--- config.mk ---
export PLATFORM = sky130hd
export DESIGN_NAME = cordic_polar_to_rect
export DESIGN_NICKNAME = d
export VERILOG_FILES = /design/src/rtl/cordic_polar_to_rect.sv
export SDC_FILE = /design/constraint.sdc
export NUM_CORES = 2
export LEC_CHECK = 0
export CAP_MARGIN = 10
export CORE_MARGIN = 5
export CORE_UTILIZATION = 45
export DETAILED_ROUTE_END_ITERATION = 7
export HOLD_SLACK_MARGIN = 0.08
export PLACE_DENSITY = 0.6
export SYNTH_ARGS = -nofsm -noshare
export SYNTH_HDL_FRONTEND = slang
export SYNTH_SLANG_ARGS = --single-unit
--- constraint.sdc ---
create_clock -name clk -period 9.6 [get_ports clk]
set_input_delay 1.44 -clock clk [delete_from_list [all_inputs] [get_ports clk]]
set_output_delay 1.44 -clock clk [all_outputs]
set_load 0.02 [all_outputs]
--- src/rtl/cordic_polar_to_rect.sv ---
// Iterative CORDIC polar-to-rectangular converter: ITERATIONS+3 cycles per conversion, input_ready ignored while busy.
// Defining CORDIC_DROP_COUNT_EN adds dropped_count, a saturating count of strobes ignored while busy.
module cordic_polar_to_rect #(
  parameter int INPUT_BITS = 16,
  parameter int MAG_BITS   = INPUT_BITS + 1,
  parameter int PHASE_BITS = 16,
  parameter int ITERATIONS = 16
) (
  input  logic                         clk,
  input  logic                         rst,
  input  logic                         input_ready,
  input  logic [MAG_BITS-1:0]          magnitude_in,
  input  logic [PHASE_BITS-1:0]        phase_in,
  output logic                         busy,
  output logic                         output_ready,
  output logic signed [INPUT_BITS-1:0] output_1,
  output logic signed [INPUT_BITS-1:0] output_2
`ifdef CORDIC_DROP_COUNT_EN
  ,
  output logic [15:0]                  dropped_count
`endif
);

  localparam int W  = MAG_BITS + 3;
  // Residual angle keeps 16 guard bits below the phase LSB so table rounding does not accumulate.
  localparam int ZW = PHASE_BITS + 18;
  localparam int CW = (ITERATIONS > 1) ? $clog2(ITERATIONS) : 1;
  localparam int PW = W + 17;
  localparam logic [CW-1:0]        LAST = CW'(ITERATIONS - 1);
  localparam logic signed [16:0]   GAIN = 17'sh04DBA;
  localparam longint               MAXL = (longint'(1) << (INPUT_BITS - 1)) - 1;
  localparam logic signed [PW-1:0] SAT_HI = PW'(MAXL);
  localparam logic signed [PW-1:0] SAT_LO = PW'(-MAXL - 1);

  typedef enum logic [1:0] {IDLE, ROTATE, SCALE, DONE} state_t;

  // atan(2^-i) as a fraction of a full turn, scaled by 2^32.
  function automatic logic [31:0] atan_tbl32(input int i);
    case (i)
      0:  return 32'h20000000;
      1:  return 32'h12E4051E;
      2:  return 32'h09FB385B;
      3:  return 32'h051111D4;
      4:  return 32'h028B0D43;
      5:  return 32'h0145D7E1;
      6:  return 32'h00A2F61E;
      7:  return 32'h00517C55;
      8:  return 32'h0028BE53;
      9:  return 32'h00145F2F;
      10: return 32'h000A2F98;
      11: return 32'h000517CC;
      12: return 32'h00028BE6;
      13: return 32'h000145F3;
      14: return 32'h0000A2FA;
      15: return 32'h0000517D;
      16: return 32'h000028BE;
      17: return 32'h0000145F;
      18: return 32'h00000A30;
      19: return 32'h00000518;
      20: return 32'h0000028C;
      21: return 32'h00000146;
      22: return 32'h000000A3;
      23: return 32'h00000051;
      24: return 32'h00000029;
      25: return 32'h00000014;
      26: return 32'h0000000A;
      27: return 32'h00000005;
      28: return 32'h00000003;
      29: return 32'h00000001;
      30: return 32'h00000001;
      default: return 32'h00000000;
    endcase
  endfunction

  function automatic logic signed [ZW-1:0] atan_z(input int i);
    logic [63:0] t;
    t = {32'd0, atan_tbl32(i)};
    if (PHASE_BITS >= 16) t = t << (PHASE_BITS - 16);
    else                  t = t >> (16 - PHASE_BITS);
    return ZW'(t);
  endfunction

  // Arithmetic shift with round-to-nearest, which removes the floor bias of a plain >>>.
  function automatic logic signed [W-1:0] sra_rnd(input logic signed [W-1:0] v, input logic [CW-1:0] s);
    logic signed [W-1:0] r;
    if (s == '0) return v;
    r = v + $signed(W'(1) << (s - 1'b1));
    return r >>> s;
  endfunction

  function automatic logic signed [INPUT_BITS-1:0] scale_sat(input logic signed [W-1:0] v);
    logic signed [PW-1:0] p;
    logic [PW-1:0]        a;
    logic [PW-1:0]        r;
    logic signed [PW-1:0] q;
    p = v * GAIN;
    a = p[PW-1] ? -p : p;
    r = (a + (PW'(1) << 14)) >> 15;
    q = p[PW-1] ? -$signed(r) : $signed(r);
    if (q > SAT_HI)      q = SAT_HI;
    else if (q < SAT_LO) q = SAT_LO;
    return INPUT_BITS'(q);
  endfunction

  state_t                      state_q, state_d;
  logic [CW-1:0]               cnt_q, cnt_d;
  logic signed [W-1:0]         x_q, x_d, y_q, y_d;
  logic signed [ZW-1:0]        z_q, z_d;
  logic signed [INPUT_BITS-1:0] sx_q, sx_d, sy_q, sy_d;
  logic signed [INPUT_BITS-1:0] out1_q, out1_d, out2_q, out2_d;
  logic                        rdy_q, rdy_d;
  logic signed [W-1:0]         mag_s, xs, ys;
  logic signed [ZW-1:0]        at;

  always_comb begin
    state_d = state_q;
    cnt_d   = cnt_q;
    x_d     = x_q;
    y_d     = y_q;
    z_d     = z_q;
    sx_d    = sx_q;
    sy_d    = sy_q;
    out1_d  = out1_q;
    out2_d  = out2_q;
    rdy_d   = 1'b0;
    mag_s   = W'(magnitude_in);
    xs      = sra_rnd(x_q, cnt_q);
    ys      = sra_rnd(y_q, cnt_q);
    at      = atan_z(int'(cnt_q));
    case (state_q)
      IDLE: begin
        if (input_ready) begin
          // Quadrant bits pick the start vector; the residual is just the low phase bits.
          case (phase_in[PHASE_BITS-1 -: 2])
            2'b00:   begin x_d = mag_s;  y_d = '0;     end
            2'b01:   begin x_d = '0;     y_d = mag_s;  end
            2'b10:   begin x_d = -mag_s; y_d = '0;     end
            default: begin x_d = '0;     y_d = -mag_s; end
          endcase
          z_d     = ZW'({phase_in[PHASE_BITS-3:0], 16'd0});
          cnt_d   = '0;
          state_d = ROTATE;
        end
      end
      ROTATE: begin
        if (!z_q[ZW-1]) begin
          x_d = x_q - ys;
          y_d = y_q + xs;
          z_d = z_q - at;
        end else begin
          x_d = x_q + ys;
          y_d = y_q - xs;
          z_d = z_q + at;
        end
        cnt_d = cnt_q + 1'b1;
        if (cnt_q == LAST) begin
          cnt_d   = '0;
          state_d = SCALE;
        end
      end
      SCALE: begin
        sx_d    = scale_sat(x_q);
        sy_d    = scale_sat(y_q);
        state_d = DONE;
      end
      DONE: begin
        out1_d  = sx_q;
        out2_d  = sy_q;
        rdy_d   = 1'b1;
        state_d = IDLE;
      end
      default: state_d = IDLE;
    endcase
  end

  always_ff @(posedge clk or negedge rst) begin
    if (!rst) begin
      state_q <= IDLE;
      cnt_q   <= '0;
      x_q     <= '0;
      y_q     <= '0;
      z_q     <= '0;
      sx_q    <= '0;
      sy_q    <= '0;
      out1_q  <= '0;
      out2_q  <= '0;
      rdy_q   <= 1'b0;
    end else begin
      state_q <= state_d;
      cnt_q   <= cnt_d;
      x_q     <= x_d;
      y_q     <= y_d;
      z_q     <= z_d;
      sx_q    <= sx_d;
      sy_q    <= sy_d;
      out1_q  <= out1_d;
      out2_q  <= out2_d;
      rdy_q   <= rdy_d;
    end
  end

  assign busy         = (state_q != IDLE);
  assign output_ready = rdy_q;
  assign output_1     = out1_q;
  assign output_2     = out2_q;

`ifdef CORDIC_DROP_COUNT_EN
  logic [15:0] drop_q, drop_d;

  always_comb begin
    drop_d = drop_q;
    if (input_ready && (state_q != IDLE) && (drop_q != 16'hFFFF)) drop_d = drop_q + 16'd1;
  end

  always_ff @(posedge clk or negedge rst) begin
    if (!rst) drop_q <= '0;
    else      drop_q <= drop_d;
  end

  assign dropped_count = drop_q;
`endif

endmodule
## Word-level counts from Yosys, hierarchy flattened

Memory sizes are Yosys's and may differ from the RTL's.
Cells that the tools add are included.

- Add/subtract/negate cells: 17
- $mul: 2
- $lt $le $gt $ge: 4
- Equality and inequality tests: 8
- Shifts and indexed selects: 3
- Multiplexer cells: 31
- Reduce and logical (&&, ||, !) cells: 8

Operator list:

| cell | number |
|---|---|
| 2-to-1 mux 20 bit | 8 |
| case mux 20 bit (2 select lines) | 4 |
| 2-to-1 mux 37 bit | 4 |
| adder 20 bit | 4 |
| adder 37 x 15 -> 37 bit, second input constant | 2 |
| > comparator 37 x 16 -> 1 bit, second input constant | 2 |
| < comparator 37 x 16 -> 1 bit, second input constant | 2 |
| negation 22 -> 37 bit | 2 |
| negation 36 -> 37 bit | 2 |
| multiplier 20 x 15 -> 35 bit, second input constant | 2 |
| 2-to-1 mux 34 bit | 2 |
| case mux 34 bit (2 select lines) | 1 |
| 2-to-1 mux 16 bit | 4 |
| >>> shifter 20 x 4 -> 20 bit | 2 |
| subtractor 20 bit | 2 |
| adder 34 x 33 -> 34 bit | 1 |
| subtractor 34 x 33 -> 34 bit | 1 |
| negation 17 -> 20 bit | 1 |
| << shifter 1 x 4 -> 20 bit, first input constant | 1 |
| 2-to-1 mux 4 bit | 2 |
| case mux 2 bit (4 select lines) | 1 |
| case mux 4 bit (2 select lines) | 1 |
| equality test 2 bit, second input constant | 3 |
| adder 4 x 1 -> 4 bit, second input constant | 1 |
| 11 further kinds | 18 |

- Flip-flop bits (word level): 145
- Memory bits (read-only): 480
- Input port bits: 36
- Output and inout bits: 34
- Word-level logic and storage cells: 84
- Memories: 1

Memory list:

| memory | words | width | read ports | clocked after Yosys merged registers in | wr ports | line | RTL |
|---|---|---|---|---|---|---|---|
| (name not given) | 16 | 30 | 1 | 0 | 0 | 39 | `case (i)` |

## Depth between registers and ports, before layout

- Word-level depth: 9
- Mapped depth: 45
- Mapped depth without buffers: 41

## Worst setup path before layout

No wires, ideal clock.

- Kind: register -> register
- From: register x_q[19]
- To: register sx_q[11]
- Setup time: 0.134 ns
- Data arrival time: 10.283 ns
- Required time: 9.466 ns
- Path slack: -0.817 ns
- Cell stages (with the launch flop): 41
- Buffers on the path: 8
- Clock period less this slack: 10.417 ns
- Cells stage by stage: dfrtp_1 ha_1 inv_1 fa_1 inv_1 fa_1 fa_1 fa_1 inv_1 fa_1 inv_1 ha_1 clkbuf_1 nand4_1 o311ai_1 o21ai_2 o311a_4 o21a_1 [5 not listed] nor2_1 xor2_1 ha_1 clkbuf_1 nand4_1 mux2i_1 nor4_1 xnor2_1 a31o_2 and4_1 and3_1 buf_4 and3_1 a31oi_4 xor2_2 nor4_4 buf_6 o22ai_1

- Word-level cells in the longest chain between the ends: 9
- Elaborated cells between the ends (all ways): 10
- Classes of those cells: 3 x add/sub; 1 x mul; 2 x order compare; 4 x mux

Ends and longest elaborated chain:

| element | line | RTL |
|---|---|---|
| from (decl) | 107 | `logic signed [W-1:0] x_q, x_d, y_q, y_d;` |
| from (signal assigned) | 180 | `x_q <= '0;` |
| from (signal assigned) | 191 | `x_q <= x_d;` |
| multiplier 20 x 15 -> 35 bit * | 96 | `p = v * GAIN;` |
| negation 36 -> 37 bit | 97 | `a = p[PW-1] ? -p : p;` |
| 2-to-1 mux 37 bit | 97 |  |
| adder 37 x 15 -> 37 bit | 98 | `r = (a + (PW'(1) << 14)) >> 15;` |
| negation 22 -> 37 bit | 99 | `q = p[PW-1] ? -$signed(r) : $signed(r);` |
| 2-to-1 mux 37 bit * | 99 |  |
| < comparator 37 x 16 -> 1 bit | 101 | `else if (q < SAT_LO) q = SAT_LO;` |
| 2-to-1 mux 16 bit | 101 |  |
| 2-to-1 mux 16 bit * | 100 | `if (q > SAT_HI) q = SAT_HI;` |
| to (signal assigned) | 183 | `sx_q <= '0;` |
| to (signal assigned) | 194 | `sx_q <= sx_d;` |
| to (decl) | 109 | `logic signed [INPUT_BITS-1:0] sx_q, sx_d, sy_q, sy_d;` |

Every way passes the cells marked *; elsewhere a longest branch is shown, timed or not.
A chain may end at the register's enable or synchronous reset.

## Worst setup path after layout

- From: register x_q[9]
- To: register sx_q[3]

The elaborated chain is that of the path after synthesis.

==> flow_metrics.py <==
metrics = {
    "setup_path": {
        "critPathRequiredTime_ns": 9.95,
        "path_max_fanout": 15,
        "max_stage_delay_ns": 0.57,
        "crit_path_end_kind": "flip-flop",
        "cp-startpoint": "x_q[9]$_DFFE_PN0P_",
        "endpoint": "sx_q[3]$_DFFE_PN0P_",
        "crit_top_cell": "fa_1",
        "cp_data_arrival_time_ns": 9.58,
        "ff2ff_setup_slack_ns": 0.37,
        "startpoint_type": "flip-flop",
        "r2r-start": "x_q[9]$_DFFE_PN0P_",
        "crit_slowest_cell": "fa_1",
        "reg2reg_depth": 33,
        "worstReg2RegEnd": "sx_q[3]$_DFFE_PN0P_",
        "worstSetupPathType": "reg2reg",
    },
    "placed_design": {
        "hpwl_microns": 87900,
        "globalplace.congestion": 1.01,
        "portBuffers": 69,
        "placed_area_sq_um": 36300,
    },
    "floorplanning": {
        "die_h_microns": 283,
        "core_sq_um": 74200,
        "fp-row-count": 100,
        "die_w_microns": 283,
        "start_util": 0.453,
        "die-area_sq_um": 80200,
        "io_pins": 70,
    },
    "synthesis": {
        "syn_inst": 4067,
        "yosysTopAreaCell": "fa_1",
        "ys_ff_latch": 145,
        "seq_area_frac_synth": 0.108,
        "syn_area_sq_um": 33600,
        "ys_warn_count": 0,
        "synth.top_cell.area_share": 0.161,
        "synth.distinct_cells": 127,
        "avgSynthCellArea_sq_um": 8.26,
        "ys_top_cells_by_area": "fa_1, ha_1, dfrtp_1",
        "synth_nets": 4743,
        "synthFlopType": "dfrtp_1",
        "synth-async-reset-ratio": 1.00,
        "synth_edf_count": 0,
    },
    "routing": {
        "wl_per_cell_microns": 20.6,
        "firstDrtPassIters": 6,
        "drc_errors": 0,
        "drt-total-wl_microns": 107000,
        "vias": 30700,
        "avgViaCountPerCell": 5.93,
        "final_antenna_net_count": 0,
        "drt_iter0_markers": 2408,
    },
    "clock_network": {
        "clock_latency_ns": 0.51,
        "cts_made_buffers": 17,
        "cts_tree": "built",
        "cts_sinks": 145,
        "cts_hold_buffers": 0,
        "clk_pin_slew_worst_paths_ns": 0.06,
        "cts_buffer_depth": 2,
        "root_buffer": "clkbuf_16",
        "htree_num_levels": 4,
    },
    "global_route": {
        "grt_use_total": 0.257,
        "grt_pass1_wl_microns": 167000,
        "antenna_found_initial": 1,
        "overflow": 0,
        "grt_pass1_vias": 29500,
        "grt_max_degree": 88,
    },
    "final_layout": {
        "final_cell_mix": "inv_1, ha_1, fa_1",
        "area_growth_pct": 10.8,
        "multi_input_area_sq_um": 27900,
        "final-seq-area_sq_um": 3640,
        "final_common_cell": "inv_1",
        "fin_util": 0.502,
        "num-nets-final": 4857,
        "fillCellCount": 7175,
        "drive_gt1_frac": 0.115,
        "finalInstanceArea_sq_um": 37200,
    },
    "timing": {
        "max_slew_margin": 0.283,
        "fin_crit_sh": 0.961,
        "finalSetupViolCount": 0,
        "slew_violations": 0,
        "worst-slew-pin-transition_ns": 1.06,
        "period_needed_ns": 9.23,
        "skew_ns": 0.0195,
        "fmax_mhz": 108,
        "hold_viol": 0,
    },
    "min_path": {
        "hold_class": "reg2reg",
    },
    "job": {
        "maxCapViolCount": 0,
    },
    "run_status": {
        "outcome": "completed",
    },
}
metrics by stage:
stage | setup TNS, ns | worst slack [ns] | hold WS (ns) | instances
final | 0 | 0.374 | 0.491 | 5165
after global routing | -0.0171 | -0.0138 | 0.505 | 5163
after CTS | 0 | 0.131 | 0.496 | 5155
after detailed placement | 0 | 0.153 | 0.478 | 5123
after global placement | 0 | 0.271 | 0.472 | 5123
after floorplan | 0 | 0.00406 | 0.456 | 4067
worst max-delay path: cells and delay by family (launching register included):
family	cells	cell delay, ns
XOR/XNOR	2	0.30
buffers and inverters	3	0.32
AND/OR/NAND/NOR	13	2.85
AO/OA/AOI/OAI	7	1.74
flip-flops	1	0.46
adder cells (fa/ha/maj)	8	3.38
registers in the layout, indices dropped and copies added, names as in the netlist:
register and flops:
cnt_q 4, sx_q 16, z_q 34, x_q 20, y_q 20, state_q 2, output_1 16, sy_q 16
output_2 16, output_ready 1
repair_timing:
item	CTS	global route
endpoints found under the setup margin	0	36
gates resized for setup	0	61
setup buffers	0	8
final cells by class:
type | instances | area share
Multi-Input combinational cell | 3300 | 0.749
Sequential cell | 145 | 0.0979
Timing Repair Buffer | 273 | 0.0601
Inverter | 444 | 0.0448
Tap cell | 969 | 0.0326
Clock buffer | 18 | 0.0115
Clock inverter | 14 | 0.00393
Antenna cell | 2 | 0.000134
routing by layer:
layer	up-vias	global-route usage	share of wire
met1	14700	0.345	0.45
met5	-	0	0
met3	209	0.0315	0.048
met2	897	0.420	0.46
met4	0	0.107	0.045
li1	14800	-	-
how the worst min path moves through the flow:
stage | startpoint | to | slack (ns) | cells past startpoint
after floorplan | z_q[19]$_DFFE_PN0P_ | z_q[19]$_DFFE_PN0P_ | 0.46 | 1
after global placement | z_q[20]$_DFFE_PN0P_ | z_q[20]$_DFFE_PN0P_ | 0.47 | 1
after detailed placement | z_q[20]$_DFFE_PN0P_ | z_q[20]$_DFFE_PN0P_ | 0.48 | 1
after CTS | sy_q[5]$_DFFE_PN0P_ | sy_q[5]$_DFFE_PN0P_ | 0.50 | 1
after global routing | z_q[21]$_DFFE_PN0P_ | z_q[21]$_DFFE_PN0P_ | 0.50 | 2
final | sy_q[5]$_DFFE_PN0P_ | sy_q[5]$_DFFE_PN0P_ | 0.49 | 1
logic make-up after synthesis:
group	count (synthesis)	synth area share
compound gates	1132	0.232
flops	145	0.108
buf+inv	622	0.0723
simple gates	1121	0.171
fa+ha+maj	641	0.299
mux	110	0.0389
xor+xnor	296	0.0783
synthesized netlist by cell type (34+ instances only):
cell / n
a211oi_1: 48
a21o_1: 64
a21oi_1: 255
a31oi_1: 70
and2_1: 42
and3_1: 49
clkbuf_1: 119
dfrtp_1: 145
fa_1: 271
ha_1: 369
inv_1: 441
mux2_2: 55
mux2i_1: 44
nand2_1: 253
nand3_1: 114
nor2_1: 273
nor2b_1: 34
nor3_1: 92
nor4_1: 36
o211ai_1: 48
o21ai_0: 210
xnor2_1: 183
xor2_1: 110
Power is left out: the tool's default activity adds up to more than one toggle a clock period on the data nets, which glitch-free logic cannot reach.
